--- src/rtl/cpu_bus_pkg.sv ---
// cpu_bus_pkg
// Shared definitions for the CPU byte-bus target: MMIO address map,
// TMR_CTRL field positions and timer reset constants.
package cpu_bus_pkg;

    typedef logic [6:0] addr_t;

    // MMIO register addresses
    localparam addr_t ADDR_GPIO_OUT = 7'h70;
    localparam addr_t ADDR_GPIO_IN  = 7'h71;
    localparam addr_t ADDR_TMR_CNT  = 7'h72;
    localparam addr_t ADDR_TMR_CMP  = 7'h73;
    localparam addr_t ADDR_TMR_CTRL = 7'h74;
    localparam addr_t ADDR_STATUS   = 7'h75;

    // TMR_CTRL bit positions
    localparam int unsigned CTRL_EN        = 0;
    localparam int unsigned CTRL_IE        = 1;
    localparam int unsigned CTRL_PRESC_LSB = 4;
    localparam int unsigned CTRL_PRESC_MSB = 7;

    localparam logic [7:0] TMR_CMP_RST = 8'hFF;

    // TMR_CTRL write mask: bits [3:2] are held at 0.
    function automatic logic [7:0] ctrl_mask(input logic [7:0] d);
        return d & 8'hF3;
    endfunction

endpackage

--- src/rtl/cpu_bus_target_bus_timer.sv ---
// bus_timer
// 8-bit compare timer with 4-bit prescaler and sticky MATCH flag.
// Ports:
//   clk, reset         : clock, synchronous active-high reset
//   i_cnt_we/i_cmp_we/i_ctrl_we : write strobes for TMR_CNT/TMR_CMP/TMR_CTRL
//   i_w1c              : STATUS write with bit0 set (clear MATCH)
//   i_wdata            : bus write data
//   o_cnt/o_cmp/o_ctrl : current register values
//   o_match            : MATCH flag
//   o_match_next       : value MATCH takes at the coming edge (for write-first readback)
module bus_timer
    import cpu_bus_pkg::*;
(
    input  logic       clk,
    input  logic       reset,
    input  logic       i_cnt_we,
    input  logic       i_cmp_we,
    input  logic       i_ctrl_we,
    input  logic       i_w1c,
    input  logic [7:0] i_wdata,
    output logic [7:0] o_cnt,
    output logic [7:0] o_cmp,
    output logic [7:0] o_ctrl,
    output logic       o_match,
    output logic       o_match_next
);

    logic [3:0] r_presc;
    logic [7:0] r_cnt;
    logic [7:0] r_cmp;
    logic [7:0] r_ctrl;
    logic       r_match;

    logic       w_en;
    logic [3:0] w_presc_lim;
    logic       w_tick;
    logic       w_hit;
    logic [3:0] w_presc_d;
    logic [7:0] w_cnt_d;
    logic       w_match_d;

    assign w_en        = r_ctrl[CTRL_EN];
    assign w_presc_lim = r_ctrl[CTRL_PRESC_MSB:CTRL_PRESC_LSB];
    // Tick decisions use the registered EN, so a write clearing EN on a
    // tick edge still lets that tick apply.
    assign w_tick      = w_en && (r_presc == w_presc_lim);
    assign w_hit       = w_tick && (r_cnt == r_cmp);

    always_comb begin
        w_presc_d = r_presc;
        if (!w_en || w_tick) begin
            w_presc_d = 4'd0;
        end else begin
            w_presc_d = r_presc + 4'd1;
        end
    end

    always_comb begin
        w_cnt_d = r_cnt;
        // A CPU write overrides the tick; the prescaler is unaffected.
        if (i_cnt_we) begin
            w_cnt_d = i_wdata;
        end else if (w_hit) begin
            w_cnt_d = 8'd0;
        end else if (w_tick) begin
            w_cnt_d = r_cnt + 8'd1;
        end
    end

    always_comb begin
        w_match_d = r_match;
        // Setting wins over a simultaneous clear.
        if (w_hit) begin
            w_match_d = 1'b1;
        end else if (i_w1c) begin
            w_match_d = 1'b0;
        end
    end

    always_ff @(posedge clk) begin
        if (reset) begin
            r_presc <= 4'd0;
            r_cnt   <= 8'd0;
            r_cmp   <= TMR_CMP_RST;
            r_ctrl  <= 8'd0;
            r_match <= 1'b0;
        end else begin
            r_presc <= w_presc_d;
            r_cnt   <= w_cnt_d;
            r_match <= w_match_d;
            if (i_cmp_we) begin
                r_cmp <= i_wdata;
            end
            if (i_ctrl_we) begin
                r_ctrl <= ctrl_mask(i_wdata);
            end
        end
    end

    assign o_cnt        = r_cnt;
    assign o_cmp        = r_cmp;
    assign o_ctrl       = r_ctrl;
    assign o_match      = r_match;
    assign o_match_next = w_match_d;

endmodule

--- src/rtl/cpu_bus_target.sv ---
// cpu_bus_target
// CPU byte-bus target: scratch RAM at 0x00, GPIO and compare timer in the
// MMIO window at 0x70. Every cycle is a read with one cycle latency.
// Ports:
//   clk, reset : clock, synchronous active-high reset
//   address    : 7-bit byte address
//   write      : write strobe for data_in at address
//   data_in    : write data
//   data_out   : registered read data
//   gpio_in    : asynchronous inputs (synchronized internally)
//   gpio_out   : GPIO output register
//   irq        : timer interrupt (MATCH & IE)
module cpu_bus_target
    import cpu_bus_pkg::*;
#(
    parameter int unsigned RAM_DEPTH   = 64,
    parameter int unsigned SYNC_STAGES = 2
) (
    input  logic       clk,
    input  logic       reset,
    input  logic [6:0] address,
    input  logic       write,
    input  logic [7:0] data_in,
    output logic [7:0] data_out,
    input  logic [7:0] gpio_in,
    output logic [7:0] gpio_out,
    output logic       irq
);

    localparam int unsigned RAM_AW = (RAM_DEPTH > 1) ? $clog2(RAM_DEPTH) : 1;

    logic [7:0]        r_ram [RAM_DEPTH];
    logic [7:0]        r_sync [SYNC_STAGES];
    logic [7:0]        r_gpio_out;
    logic [7:0]        r_data_out;

    logic              w_ram_sel;
    logic [RAM_AW-1:0] w_ram_idx;
    logic [7:0]        w_gpio_sync;
    logic [7:0]        w_rd_data;
    logic [7:0]        w_dout_d;
    logic [7:0]        w_tmr_cnt;
    logic [7:0]        w_tmr_cmp;
    logic [7:0]        w_tmr_ctrl;
    logic              w_match;
    logic              w_match_next;
    logic              w_wr_gpio;
    logic              w_wr_cnt;
    logic              w_wr_cmp;
    logic              w_wr_ctrl;
    logic              w_w1c;

    assign w_ram_sel   = ({25'd0, address} < RAM_DEPTH);
    assign w_ram_idx   = address[RAM_AW-1:0];
    assign w_gpio_sync = r_sync[SYNC_STAGES-1];

    assign w_wr_gpio = write && (address == ADDR_GPIO_OUT);
    assign w_wr_cnt  = write && (address == ADDR_TMR_CNT);
    assign w_wr_cmp  = write && (address == ADDR_TMR_CMP);
    assign w_wr_ctrl = write && (address == ADDR_TMR_CTRL);
    assign w_w1c     = write && (address == ADDR_STATUS) && data_in[0];

    bus_timer u_timer (
        .clk          (clk),
        .reset        (reset),
        .i_cnt_we     (w_wr_cnt),
        .i_cmp_we     (w_wr_cmp),
        .i_ctrl_we    (w_wr_ctrl),
        .i_w1c        (w_w1c),
        .i_wdata      (data_in),
        .o_cnt        (w_tmr_cnt),
        .o_cmp        (w_tmr_cmp),
        .o_ctrl       (w_tmr_ctrl),
        .o_match      (w_match),
        .o_match_next (w_match_next)
    );

    // Current contents of the addressed location.
    always_comb begin
        w_rd_data = 8'h00;
        if (w_ram_sel) begin
            w_rd_data = r_ram[w_ram_idx];
        end else begin
            case (address)
                ADDR_GPIO_OUT: w_rd_data = r_gpio_out;
                ADDR_GPIO_IN:  w_rd_data = w_gpio_sync;
                ADDR_TMR_CNT:  w_rd_data = w_tmr_cnt;
                ADDR_TMR_CMP:  w_rd_data = w_tmr_cmp;
                ADDR_TMR_CTRL: w_rd_data = w_tmr_ctrl;
                ADDR_STATUS:   w_rd_data = {7'd0, w_match};
                default:       w_rd_data = 8'h00;
            endcase
        end
    end

    // Write-first readback: writable locations echo data_in, STATUS shows
    // its post-update value, read-only/unmapped keep their normal value.
    always_comb begin
        w_dout_d = w_rd_data;
        if (write) begin
            if (w_ram_sel) begin
                w_dout_d = data_in;
            end else begin
                case (address)
                    ADDR_GPIO_OUT,
                    ADDR_TMR_CNT,
                    ADDR_TMR_CMP,
                    ADDR_TMR_CTRL: w_dout_d = data_in;
                    ADDR_STATUS:   w_dout_d = {7'd0, w_match_next};
                    default:       w_dout_d = w_rd_data;
                endcase
            end
        end
    end

    // RAM has no reset; writes are blocked while reset is asserted.
    always_ff @(posedge clk) begin
        if (!reset && write && w_ram_sel) begin
            r_ram[w_ram_idx] <= data_in;
        end
    end

    always_ff @(posedge clk) begin
        if (reset) begin
            r_data_out <= 8'h00;
            r_gpio_out <= 8'h00;
            for (int i = 0; i < SYNC_STAGES; i++) begin
                r_sync[i] <= 8'h00;
            end
        end else begin
            r_data_out <= w_dout_d;
            if (w_wr_gpio) begin
                r_gpio_out <= data_in;
            end
            r_sync[0] <= gpio_in;
            for (int i = 1; i < SYNC_STAGES; i++) begin
                r_sync[i] <= r_sync[i-1];
            end
        end
    end

    assign data_out = r_data_out;
    assign gpio_out = r_gpio_out;
    // Both operands are flops, so irq has no combinational path from the bus.
    assign irq      = w_match & w_tmr_ctrl[CTRL_IE];

endmodule

--- config.mk ---
export PLATFORM = sky130hd
export DESIGN_NAME = cpu_bus_target
export DESIGN_NICKNAME = d
export VERILOG_FILES = /design/src/rtl/cpu_bus_pkg.sv /design/src/rtl/cpu_bus_target_bus_timer.sv /design/src/rtl/cpu_bus_target.sv
export SDC_FILE = /design/constraint.sdc
export NUM_CORES = 1
export LEC_CHECK = 0
export CAP_MARGIN = 5
export CORE_MARGIN = 2
export CORE_UTILIZATION = 55
export CTS_BUF_LIST = sky130_fd_sc_hd__clkbuf_16
export CTS_CLUSTER_DIAMETER = 30
export DETAILED_ROUTE_END_ITERATION = 6
export GPL_ROUTABILITY_DRIVEN = 0
export PLACE_DENSITY = 0.76
export SYNTH_ARGS = -nofsm -noshare
export SYNTH_HDL_FRONTEND = slang
export SYNTH_HIERARCHICAL = 1
export SYNTH_SLANG_ARGS = --single-unit
--- constraint.sdc ---
create_clock -name clk -period 3.15 [get_ports clk]
set_clock_uncertainty 0.1 [all_clocks]
set_input_delay 0.63 -clock clk [delete_from_list [all_inputs] [get_ports clk]]
set_output_delay 0.63 -clock clk [all_outputs]
set_load 0.05 [all_outputs]
==> impl_metrics.xml, run 1 <==
<?xml version="1.0" encoding="UTF-8"?>
<metrics>
  <group name="floorplanning">
    <metric name="die_height" unit="um">208</metric>
    <metric name="io-pin-count" unit="">43</metric>
    <metric name="fp.dieW" unit="um">208</metric>
    <metric name="design.die.area" unit="mm2">0.0434</metric>
    <metric name="floorplan.rows" unit="">74</metric>
    <metric name="start_util" unit="%">56.0</metric>
    <metric name="fp.coreArea" unit="mm2">0.0410</metric>
  </group>
  <group name="timing">
    <metric name="worst_slew_margin_rel" unit="%">35.3</metric>
    <metric name="drv_slew" unit="">0</metric>
    <metric name="rsz0062_at_grt" unit="">no</metric>
    <metric name="period_needed" unit="ns">2.64</metric>
    <metric name="tightestPinTransition" unit="ns">0.970</metric>
    <metric name="final-setup-viol-count" unit="">0</metric>
    <metric name="hold_violations" unit="">0</metric>
    <metric name="final.period_utilization" unit="%">83.7</metric>
    <metric name="timing.final.ws_setup" unit="ns">0.513</metric>
    <metric name="fmax" unit="MHz">379</metric>
    <metric name="setup_total_negative_slack" unit="ns">0</metric>
  </group>
  <group name="clock_tree">
    <metric name="cts.clk_slew.worst_paths" unit="ns">0.05</metric>
    <metric name="cts_hold_repair.buffers" unit="">0</metric>
    <metric name="post_cts_buffers" unit="">0</metric>
    <metric name="tritoncts_num_sinks" unit="">571</metric>
    <metric name="postCtsResizedCells" unit="">0</metric>
    <metric name="clock_tree_from_tritoncts" unit="">built</metric>
    <metric name="cts_made_buffers" unit="">96</metric>
    <metric name="root_buffer" unit="">clkbuf_16</metric>
    <metric name="cts_htree_levels" unit="">3</metric>
    <metric name="clock_tree.buffer_depth" unit="">3</metric>
    <metric name="clk_latency" unit="ns">0.62</metric>
  </group>
  <group name="yosys">
    <metric name="synth_top_cell_by_area" unit="">edfxtp_1</metric>
    <metric name="synth_area_per_cell" unit="um2">16.1</metric>
    <metric name="ys_async_sr_fraction" unit="%">0</metric>
    <metric name="yosys.cell_types.count" unit="">60</metric>
    <metric name="yosys_register_bits" unit="">571</metric>
    <metric name="synthDominantCellAreaShare" unit="%">66.9</metric>
    <metric name="synth.cells.most_frequent" unit="">512 x edfxtp_1, 242 x mux2i_1, 102 x nor2_1</metric>
    <metric name="ys_warn_count" unit="">6</metric>
    <metric name="netlist_area" unit="mm2">0.0230</metric>
    <metric name="netlist_top_cells_area" unit="">edfxtp_1 67%, mux2i_1 11%, dfxtp_1 5.1%</metric>
    <metric name="dominantRegCellSynth" unit="">edfxtp_1</metric>
    <metric name="syn_inst" unit="">1428</metric>
    <metric name="most_frequently_used_cell_type_in_the_post_synthesis_netlist" unit="">edfxtp_1</metric>
    <metric name="synth_sequential_area_ratio" unit="%">72.0</metric>
    <metric name="synth-edff-count" unit="">512</metric>
  </group>
  <group name="drt">
    <metric name="route.detailed.drc" unit="">0</metric>
    <metric name="detail_route.first_pass.iterations" unit="">5</metric>
    <metric name="route.final.wire_length" unit="um">58100</metric>
    <metric name="antenna_left" unit="">0</metric>
    <metric name="drt-vias-per-instance" unit="">6.27</metric>
    <metric name="detail_route.wl_per_cell" unit="um">26.2</metric>
    <metric name="detail_route.iter0.violations" unit="">1826</metric>
    <metric name="total_vias_in_the_final_route" unit="">13919</metric>
  </group>
  <group name="setup_path">
    <metric name="worstPathMaxFanout" unit="">3</metric>
    <metric name="cp_data_required_time" unit="ns">2.42</metric>
    <metric name="worst_path_largest_cell_delay" unit="ns">0.79</metric>
    <metric name="crit_path_cell_trace" unit="">and2_1, clkdlybuf4s50_1</metric>
    <metric name="cp-end-kind" unit="">output pin</metric>
    <metric name="regToRegSetupSlack" unit="ns">0.83</metric>
    <metric name="timing_worst_setup_path_type" unit="">reg2out</metric>
    <metric name="critical-path-slowest-cell" unit="">clkdlybuf4s50_1</metric>
    <metric name="critPathLaunchType" unit="">flip-flop</metric>
    <metric name="critical_path_arrival" unit="ns">1.91</metric>
  </group>
  <group name="placement">
    <metric name="detailedPlace.worstSlack" unit="ns">0.0477</metric>
    <metric name="dp.final_hpwl" unit="um">34800</metric>
    <metric name="io_buffers" unit="">42</metric>
    <metric name="placed_cell_area" unit="mm2">0.0246</metric>
  </group>
  <group name="grt">
    <metric name="grt_pass1_wl" unit="um">87500</metric>
    <metric name="track_usage" unit="%">27.0</metric>
    <metric name="antenna_found_initial" unit="">0</metric>
    <metric name="grt_max_degree" unit="">70</metric>
    <metric name="grt-ovfl-total" unit="">0</metric>
    <metric name="grt_pass1_vias" unit="">14163</metric>
  </group>
  <group name="final_layout">
    <metric name="nets" unit="">1635</metric>
    <metric name="antennaDiodeCount" unit="">0</metric>
    <metric name="area_grow_syn2layout" unit="%">22.4</metric>
    <metric name="drive_above_1_share" unit="%">20.1</metric>
    <metric name="stdcell_area" unit="mm2">0.0281</metric>
  </group>
  <group name="status">
    <metric name="status" unit="">finished clean</metric>
  </group>
  <group name="min_path">
    <metric name="min-delay-path-class" unit="">reg2reg</metric>
  </group>
  <group name="run">
    <metric name="drv.max_cap_violation_count" unit="">0</metric>
  </group>
  <group name="power_and_ir_drop">
    <metric name="vdd.ir_drop.worst" unit="mV">0.455</metric>
    <metric name="power.leakage" unit="nW">10.0</metric>
    <metric name="totalPowerFinal" unit="mW">20.2</metric>
    <metric name="powerDensity" unit="mW/mm2">719</metric>
  </group>
</metrics>
==> placed cells by master, fill, tap and decap left out, types with 18 or more instances in the layout <==
master           Yosys  layout
nor2_1             102     102
clkbuf_16            0      98
mux2i_1            242     242
a21oi_1             37      37
edfxtp_1           512     512
bufinv_16            0      18
dfxtp_1             59      59
o22ai_1             19      19
clkdlybuf4s50_1      0      31
a22oi_1             89      89
mux4_2              22      22
buf_4               17     116
nand2_1             54      54
nand3_1             55      55
==> path summary, 6_finish.rpt <==
| kind | startpoint | endpoint | cells past startpoint |
|---|---|---|---|
| max | u_timer/o_match | irq | 2 |
| min | r_sync[0][0] | r_sync[0][8] | 1 |
| max reg2reg | u_timer/o_cnt[0] | data_out[0] | 9 |
| min reg2reg | r_sync[0][0] | r_sync[0][8] | 1 |
==> through the flow <==
stage                     instances  utilization [%]  hold WS [ns]
after floorplan                1429                -         0.314
after global placement         2041             60.1         0.323
after detailed placement       2041             60.1         0.322
after CTS                      2220             68.6         0.345
after global routing           2220             68.6         0.361
final                          2220             68.6         0.341
==> metal layers <==
layer	up-vias	track usage (%)	part of all wire (%)
met1	6989	35.7	39
met3	140	5.80	9.3
met5	-	0	0
met4	0	12.0	3.8
met2	819	43.3	48
li1	5971	-	-
==> power breakdown <==
| part | switching [mW] | leakage [nW] | internal [mW] |
|---|---|---|---|
| combinational | 0.566 | 3.22 | 0.292 |
| clock | 3.80 | 1.71 | 7.24 |
| sequential | 0.0141 | 5.08 | 8.29 |
| total | 4.38 | 10.0 | 15.8 |
==> registers in the layout, summed over array words and instances (netlist names) <==
register,cells
u_timer/r_presc,4
u_timer/o_cnt,8
data_out,8
u_timer/o_cmp,8
u_timer/o_ctrl,6
gpio_out,8
r_sync,16
u_timer/o_match,1
r_ram,512
==> cell families (layout without fill, tap and decap cells) <==
logic type | after synthesis | in the layout | share of synthesized area [%]
DFF | 571 | 571 | 72.0
and+or+nand+nor | 295 | 295 | 6.29
muxes | 274 | 274 | 13.6
AOI/OAI and AO/OA | 176 | 176 | 5.23
buffers and inverters | 95 | 354 | 2.14
xor gates and xnor gates | 14 | 14 | 0.534
adders and majority gates | 2 | 2 | 0.109
other | 1 | 2 | 0.0163
==> worst max-delay path, delay by kind of cell (launching register included) <==
kind / cells / cell delay [ns]
buffers and inverters: 1 / 0.79
DFF: 1 / 0.37
and+or+nand+nor: 1 / 0.14
==> final cells by class <==
type / count / area, um2
clock buffer: 98 / 2450
clock inverter: 81 / 1020
fill: 2504 / 12900
inverter: 7 / 26.3
multi-input combinational: 763 / 5950
sequential: 571 / 16600
tap: 532 / 666
timing repair buffer: 168 / 1450
No activity file was read; power rests on OpenSTA's default activity.
==> inputs of run 2 (changes only) <==
==> constraint.sdc (replaced) <==
create_clock -name clk -period 2.6 [get_ports clk]
set_clock_uncertainty 0.1 [all_clocks]
set_input_delay 0.52 -clock clk [delete_from_list [all_inputs] [get_ports clk]]
set_output_delay 0.52 -clock clk [all_outputs]
set_load 0.05 [all_outputs]
==> run 2 against run 1 <==
  * Wire length rose by 3.1%
  * Final area rose by 1.6%
  * Register-to-register slack worse by 0.35 ns
  * Clock power up 17%
  * Largest power group unchanged
  * Non-clock buffer count rose by 52
==> impl_metrics.xml, run 2 (synthesis gave the netlist of run 1 again) <==
<?xml version="1.0" encoding="UTF-8"?>
<metrics>
  <group name="status">
    <metric name="status" unit="">finished clean</metric>
  </group>
  <group name="min_path">
    <metric name="min-delay-path-class" unit="">in2reg</metric>
  </group>
  <group name="placement">
    <metric name="io_buffers" unit="">42</metric>
    <metric name="placed_cell_area" unit="mm2">0.0252</metric>
    <metric name="dp.final_hpwl" unit="um">36600</metric>
  </group>
  <group name="grt">
    <metric name="grt_pass1_vias" unit="">14597</metric>
    <metric name="grt_max_degree" unit="">70</metric>
    <metric name="grt-ovfl-total" unit="">0</metric>
    <metric name="track_usage" unit="%">27.8</metric>
    <metric name="grt_pass1_wl" unit="um">89500</metric>
    <metric name="antenna_found_initial" unit="">1</metric>
  </group>
  <group name="setup_path">
    <metric name="worst_path_largest_cell_delay" unit="ns">0.84</metric>
    <metric name="cp_data_required_time" unit="ns">1.98</metric>
    <metric name="critical_path_arrival" unit="ns">1.84</metric>
    <metric name="timing_worst_setup_path_type" unit="">reg2out</metric>
    <metric name="critical-path-slowest-cell" unit="">clkdlybuf4s50_1</metric>
    <metric name="crit_path_cell_trace" unit="">clkdlybuf4s50_1</metric>
    <metric name="cp-end-kind" unit="">output pin</metric>
    <metric name="worstPathMaxFanout" unit="">3</metric>
    <metric name="cp_top_family" unit="">buffers and inverters</metric>
    <metric name="critPathLaunchType" unit="">flip-flop</metric>
    <metric name="worstPathBufferInverterCount" unit="">1</metric>
  </group>
  <group name="final_layout">
    <metric name="final_common_cell" unit="">edfxtp_1</metric>
    <metric name="final_cell_mix" unit="">512 x edfxtp_1, 242 x mux2i_1, 155 x buf_4, 102 x nor2_1, 100 x clkbuf_16</metric>
    <metric name="final.fill_count" unit="">2486</metric>
    <metric name="biggestRegsByFlops" unit="">r_ram: 512 flops, r_sync: 16 flops</metric>
    <metric name="stdcell_area" unit="mm2">0.0286</metric>
    <metric name="drive_above_1_share" unit="%">22.5</metric>
    <metric name="nets" unit="">1688</metric>
    <metric name="area_grow_syn2layout" unit="%">24.3</metric>
    <metric name="max_flop_register" unit="">r_ram</metric>
    <metric name="largest_reg_flops" unit="">512</metric>
  </group>
  <group name="drt">
    <metric name="met2WireLength" unit="um">28700</metric>
    <metric name="routed-wl-met3" unit="um">5460</metric>
    <metric name="detail_route.wl_per_cell" unit="um">26.3</metric>
    <metric name="detail_route.first_pass.iterations" unit="">5</metric>
    <metric name="drt-vias-per-instance" unit="">6.24</metric>
    <metric name="detail_route.iter0.violations" unit="">1777</metric>
    <metric name="antenna_left" unit="">0</metric>
    <metric name="top_signal_layer_used" unit="">met4</metric>
    <metric name="total_vias_in_the_final_route" unit="">14196</metric>
    <metric name="route.final.wire_length" unit="um">59900</metric>
    <metric name="route.detailed.drc" unit="">0</metric>
    <metric name="detail_route.wirelength.met1" unit="um">23100</metric>
  </group>
  <group name="power_and_ir_drop">
    <metric name="power.leakage" unit="nW">10.3</metric>
    <metric name="totalPowerFinal" unit="mW">24.1</metric>
    <metric name="powerDensity" unit="mW/mm2">842</metric>
    <metric name="vdd.ir_drop.worst" unit="mV">0.533</metric>
  </group>
  <group name="timing">
    <metric name="drv_slew" unit="">0</metric>
    <metric name="final-setup-viol-count" unit="">0</metric>
    <metric name="hold_violations" unit="">0</metric>
    <metric name="final.period_utilization" unit="%">94.6</metric>
    <metric name="worst_slew_margin_rel" unit="%">47.9</metric>
    <metric name="fmax" unit="MHz">407</metric>
    <metric name="tightestPinTransition" unit="ns">0.782</metric>
    <metric name="rsz0062_at_grt" unit="">no</metric>
    <metric name="period_needed" unit="ns">2.46</metric>
  </group>
  <group name="clock_tree">
    <metric name="cts_htree_levels" unit="">3</metric>
    <metric name="post_cts_buffers" unit="">0</metric>
    <metric name="tritoncts_num_sinks" unit="">571</metric>
    <metric name="cts.clk_slew.worst_paths" unit="ns">0.05</metric>
    <metric name="root_buffer" unit="">clkbuf_16</metric>
    <metric name="clock_tree.buffer_depth" unit="">3</metric>
    <metric name="clk_latency" unit="ns">0.63</metric>
    <metric name="cts_hold_repair.buffers" unit="">0</metric>
    <metric name="clock_tree_from_tritoncts" unit="">built</metric>
    <metric name="cts_made_buffers" unit="">97</metric>
    <metric name="postCtsResizedCells" unit="">0</metric>
  </group>
  <group name="floorplanning">
    <metric name="io-pin-count" unit="">43</metric>
    <metric name="fp.dieW" unit="um">208</metric>
    <metric name="fp.coreArea" unit="mm2">0.0410</metric>
    <metric name="die_height" unit="um">208</metric>
    <metric name="floorplan.rows" unit="">74</metric>
    <metric name="start_util" unit="%">56.0</metric>
    <metric name="design.die.area" unit="mm2">0.0434</metric>
  </group>
  <group name="run">
    <metric name="drv.max_cap_violation_count" unit="">0</metric>
  </group>
</metrics>
==> run 2: changes by cell type in the layout (fill, tap and decap cells not counted), moves of 2 or more <==
cell / change
buf_4: +39
inv_6: -10
clkbuf_16: +2
clkinvlp_4: +5
clkinv_4: +7
buf_12: +13
clkinv_1: +2
inv_8: -4
clkinv_8: -2
bufinv_16: -5
clkinv_2: +6
==> run 2: worst paths after layout <==
path / to / cells after the start / from / slack (ns)
hold / removal: r_ram[55][6] / 1 / data_in[6] / 0.26
setup reg to reg: data_out[0] / 4 / r_ram[30][0] / 0.48
hold reg to reg: r_sync[0][13] / 1 / r_sync[0][5] / 0.35
setup / recovery: gpio_out[6] / 1 / gpio_out[6] / 0.14
==> run 2: final cells by class <==
| class | instances | area [um2] | share of cell area [%] |
|---|---|---|---|
| clock inverter | 80 | 868 | 3.04 |
| antenna | 1 | 2.50 | 0.00876 |
| timing repair buffer | 220 | 2010 | 7.02 |
| clock buffer | 100 | 2500 | 8.76 |
| multi-input combinational | 763 | 5950 | 20.8 |
| sequential | 571 | 16600 | 57.9 |
| tap | 532 | 666 | 2.33 |
| inverter | 7 | 26.3 | 0.0919 |
==> run 2: power breakdown <==
part	internal [mW]	leakage, nW	total (mW)	switching (mW)
Clock	8.35	1.64	12.9	4.56
Sequential	10.0	5.08	10.1	0.0169
Combinational	0.410	3.54	1.10	0.695
Total	18.8	10.3	24.1	5.27
==> run 2: through the flow <==
stage               hold slack (ns)  utilization [%]  setup slack, ns  setup TNS, ns  instances
finish                        0.258             69.7            0.142              0       2274
global route                  0.248             69.7            0.124              0       2273
CTS                           0.232             69.7           0.0362              0       2273
detailed placement            0.336             61.4           -0.139          -1.11       2093
global placement              0.333             61.4           -0.101         -0.132       2093
floorplan                     0.314                -           0.0201              0       1429
==> run 2: per-layer routing <==
metal	track usage (%)	up-vias
met5	0	-
met3	5.89	148
met2	44.6	865
met1	35.9	7105
li1	-	6078
met4	14.8	0
==> inputs of run 3 (changes only) <==
--- a/config.mk
+++ b/config.mk
@@ -17,3 +17,4 @@
 export SYNTH_HDL_FRONTEND = slang
 export SYNTH_HIERARCHICAL = 1
 export SYNTH_SLANG_ARGS = --single-unit
+export TNS_END_PERCENT = 5
==> results of run 3 <==
Final layout, timing and power as in run 2 (identical DEF).
==> variant: new RTL, flow settings as in run 3 <==
Register the output `irq`, cleared by the reset; this adds one clock of latency there. The other outputs are not delayed to match. Comments in the files are not updated.
--- a/src/rtl/cpu_bus_target.sv
+++ b/src/rtl/cpu_bus_target.sv
@@ -142,7 +142,13 @@
     assign data_out = r_data_out;
     assign gpio_out = r_gpio_out;
     // Both operands are flops, so irq has no combinational path from the bus.
-    assign irq      = w_match & w_tmr_ctrl[CTRL_IE];
+    always_ff @(posedge clk) begin
+        if (reset) begin
+            irq <= '0;
+        end else begin
+            irq <= w_match & w_tmr_ctrl[CTRL_IE];
+        end
+    end
 
 endmodule
 
Function: changed (Yosys sat finds a counterexample within 4 cycles, from zero or initial values and one cycle with reset high).
==> variant against run 3 <==
- sequential cell count up 1
- routed wire length up 1.7%
- power up 2.1%
- final area up 1.4%
- setup slack better by 4.8 ps
- synthesized area up 0.41%
- maximum frequency up 0.20%
- largest power group unchanged
==> variant: results (changes against run 3) <==
* Pre-CTS setup slack at -348 ps (was -139 ps)
* Area contributors post-synth: edfxtp_1 (67%), mux2i_1 (8.5%), dfxtp_1 (5.2%) (was edfxtp_1 (67%), mux2i_1 (11%), dfxtp_1 (5.1%))
* Setup slack, reg-to-reg at 310 ps (was 480 ps)
* Outcome: complete, no violations (unchanged)
* Total CTS buffers at 98 (was 97)
* GR Util met1 at 36.0% (was 35.9%)
* Total track usage at 28.4% (was 27.8%)
* Worst reg2reg startpoint: r_ram[1][7]$_DFFE_PP_ (was r_ram[30][0]$_DFFE_PP_)
* Routed wl met2 at 29600 µm (was 28700 µm)
* Vias per std cell at 6.25 (was 6.24)
* Adder-cell share of the synthesized area at 0.108% (was 0.109%)
* Worst R2R Path Depth at 6 (was 4)
* Max Fclk at 408 MHz (was 407 MHz)
* DRT iter0 DRCs at 1762 (was 1777)
* First-pass GRT wire length at 91500 µm (was 89500 µm)
* PD cells at 849 nW/µm² (was 842 nW/µm²)
* DP Cell Count at 2122 (was 2093)
* Synth cell types at 71 (was 60)
* Post-Synth XOR/XNOR Area at 0.531% (was 0.534%)
* Initial antenna violation count at 0 (was 1)
* Maximum VDD drop at 0.629 mV (was 0.533 mV)
* Syn Inst Count at 1397 (was 1428)
* Pin count of the biggest net entering global routing at 65 (was 70)
* DR WL/cell at 26.4 µm (was 26.3 µm)
* Sequential area share after synthesis at 71.8% (was 72.0%)
* Layout cells sized above 1 at 26.9% (was 22.5%)
variant: cell types whose count changed after synthesis, moves of 9 or more:
| cell | run 3 | this run |
|---|---|---|
| mux4_2 | 22 | 45 |
| a22oi_1 | 89 | 79 |
| buf_6 | 4 | 16 |
| mux2_1 | 0 | 9 |
| nand3_1 | 55 | 41 |
| clkbuf_1 | 31 | 20 |
| a21oi_1 | 37 | 27 |
| mux2i_1 | 242 | 195 |
variant: power groups by stage:
stage | registers [mW] | logic [mW] | clock network (mW)
after CTS | 10.1 | 1.15 | 13.4
after detailed placement | 10.2 | 1.13 | 0
after floorplan | 10.3 | 0.551 | 0
after global placement | 10.2 | 1.11 | 0
after global routing | 10.1 | 1.22 | 13.9
final | 10.1 | 1.17 | 13.3
variant: cell type report:
type,instances,share of cell area (%)
Clock inverter,85,3.45
Tap cell,539,2.33
Clock buffer,99,8.55
Sequential cell,572,57.2
Inverter,7,0.0907
Multi-Input combinational cell,732,20.4
Timing Repair Buffer,272,7.99
variant: worst min-delay path by stage:
stage                                               end                    start  slack, ps
after detailed placement       r_sync[0][15]$_SDFF_PP0_  r_sync[0][7]$_SDFF_PP0_        330
after CTS                      gpio_out[3]$_SDFFE_PP0P_               data_in[3]        240
final                          gpio_out[3]$_SDFFE_PP0P_               data_in[3]        260
after global placement         r_sync[0][14]$_SDFF_PP0_  r_sync[0][6]$_SDFF_PP0_        340
after floorplan                r_sync[0][10]$_SDFF_PP0_  r_sync[0][2]$_SDFF_PP0_        310
after global routing      u_timer/o_cmp[3]$_SDFFE_PP1P_               data_in[3]        260
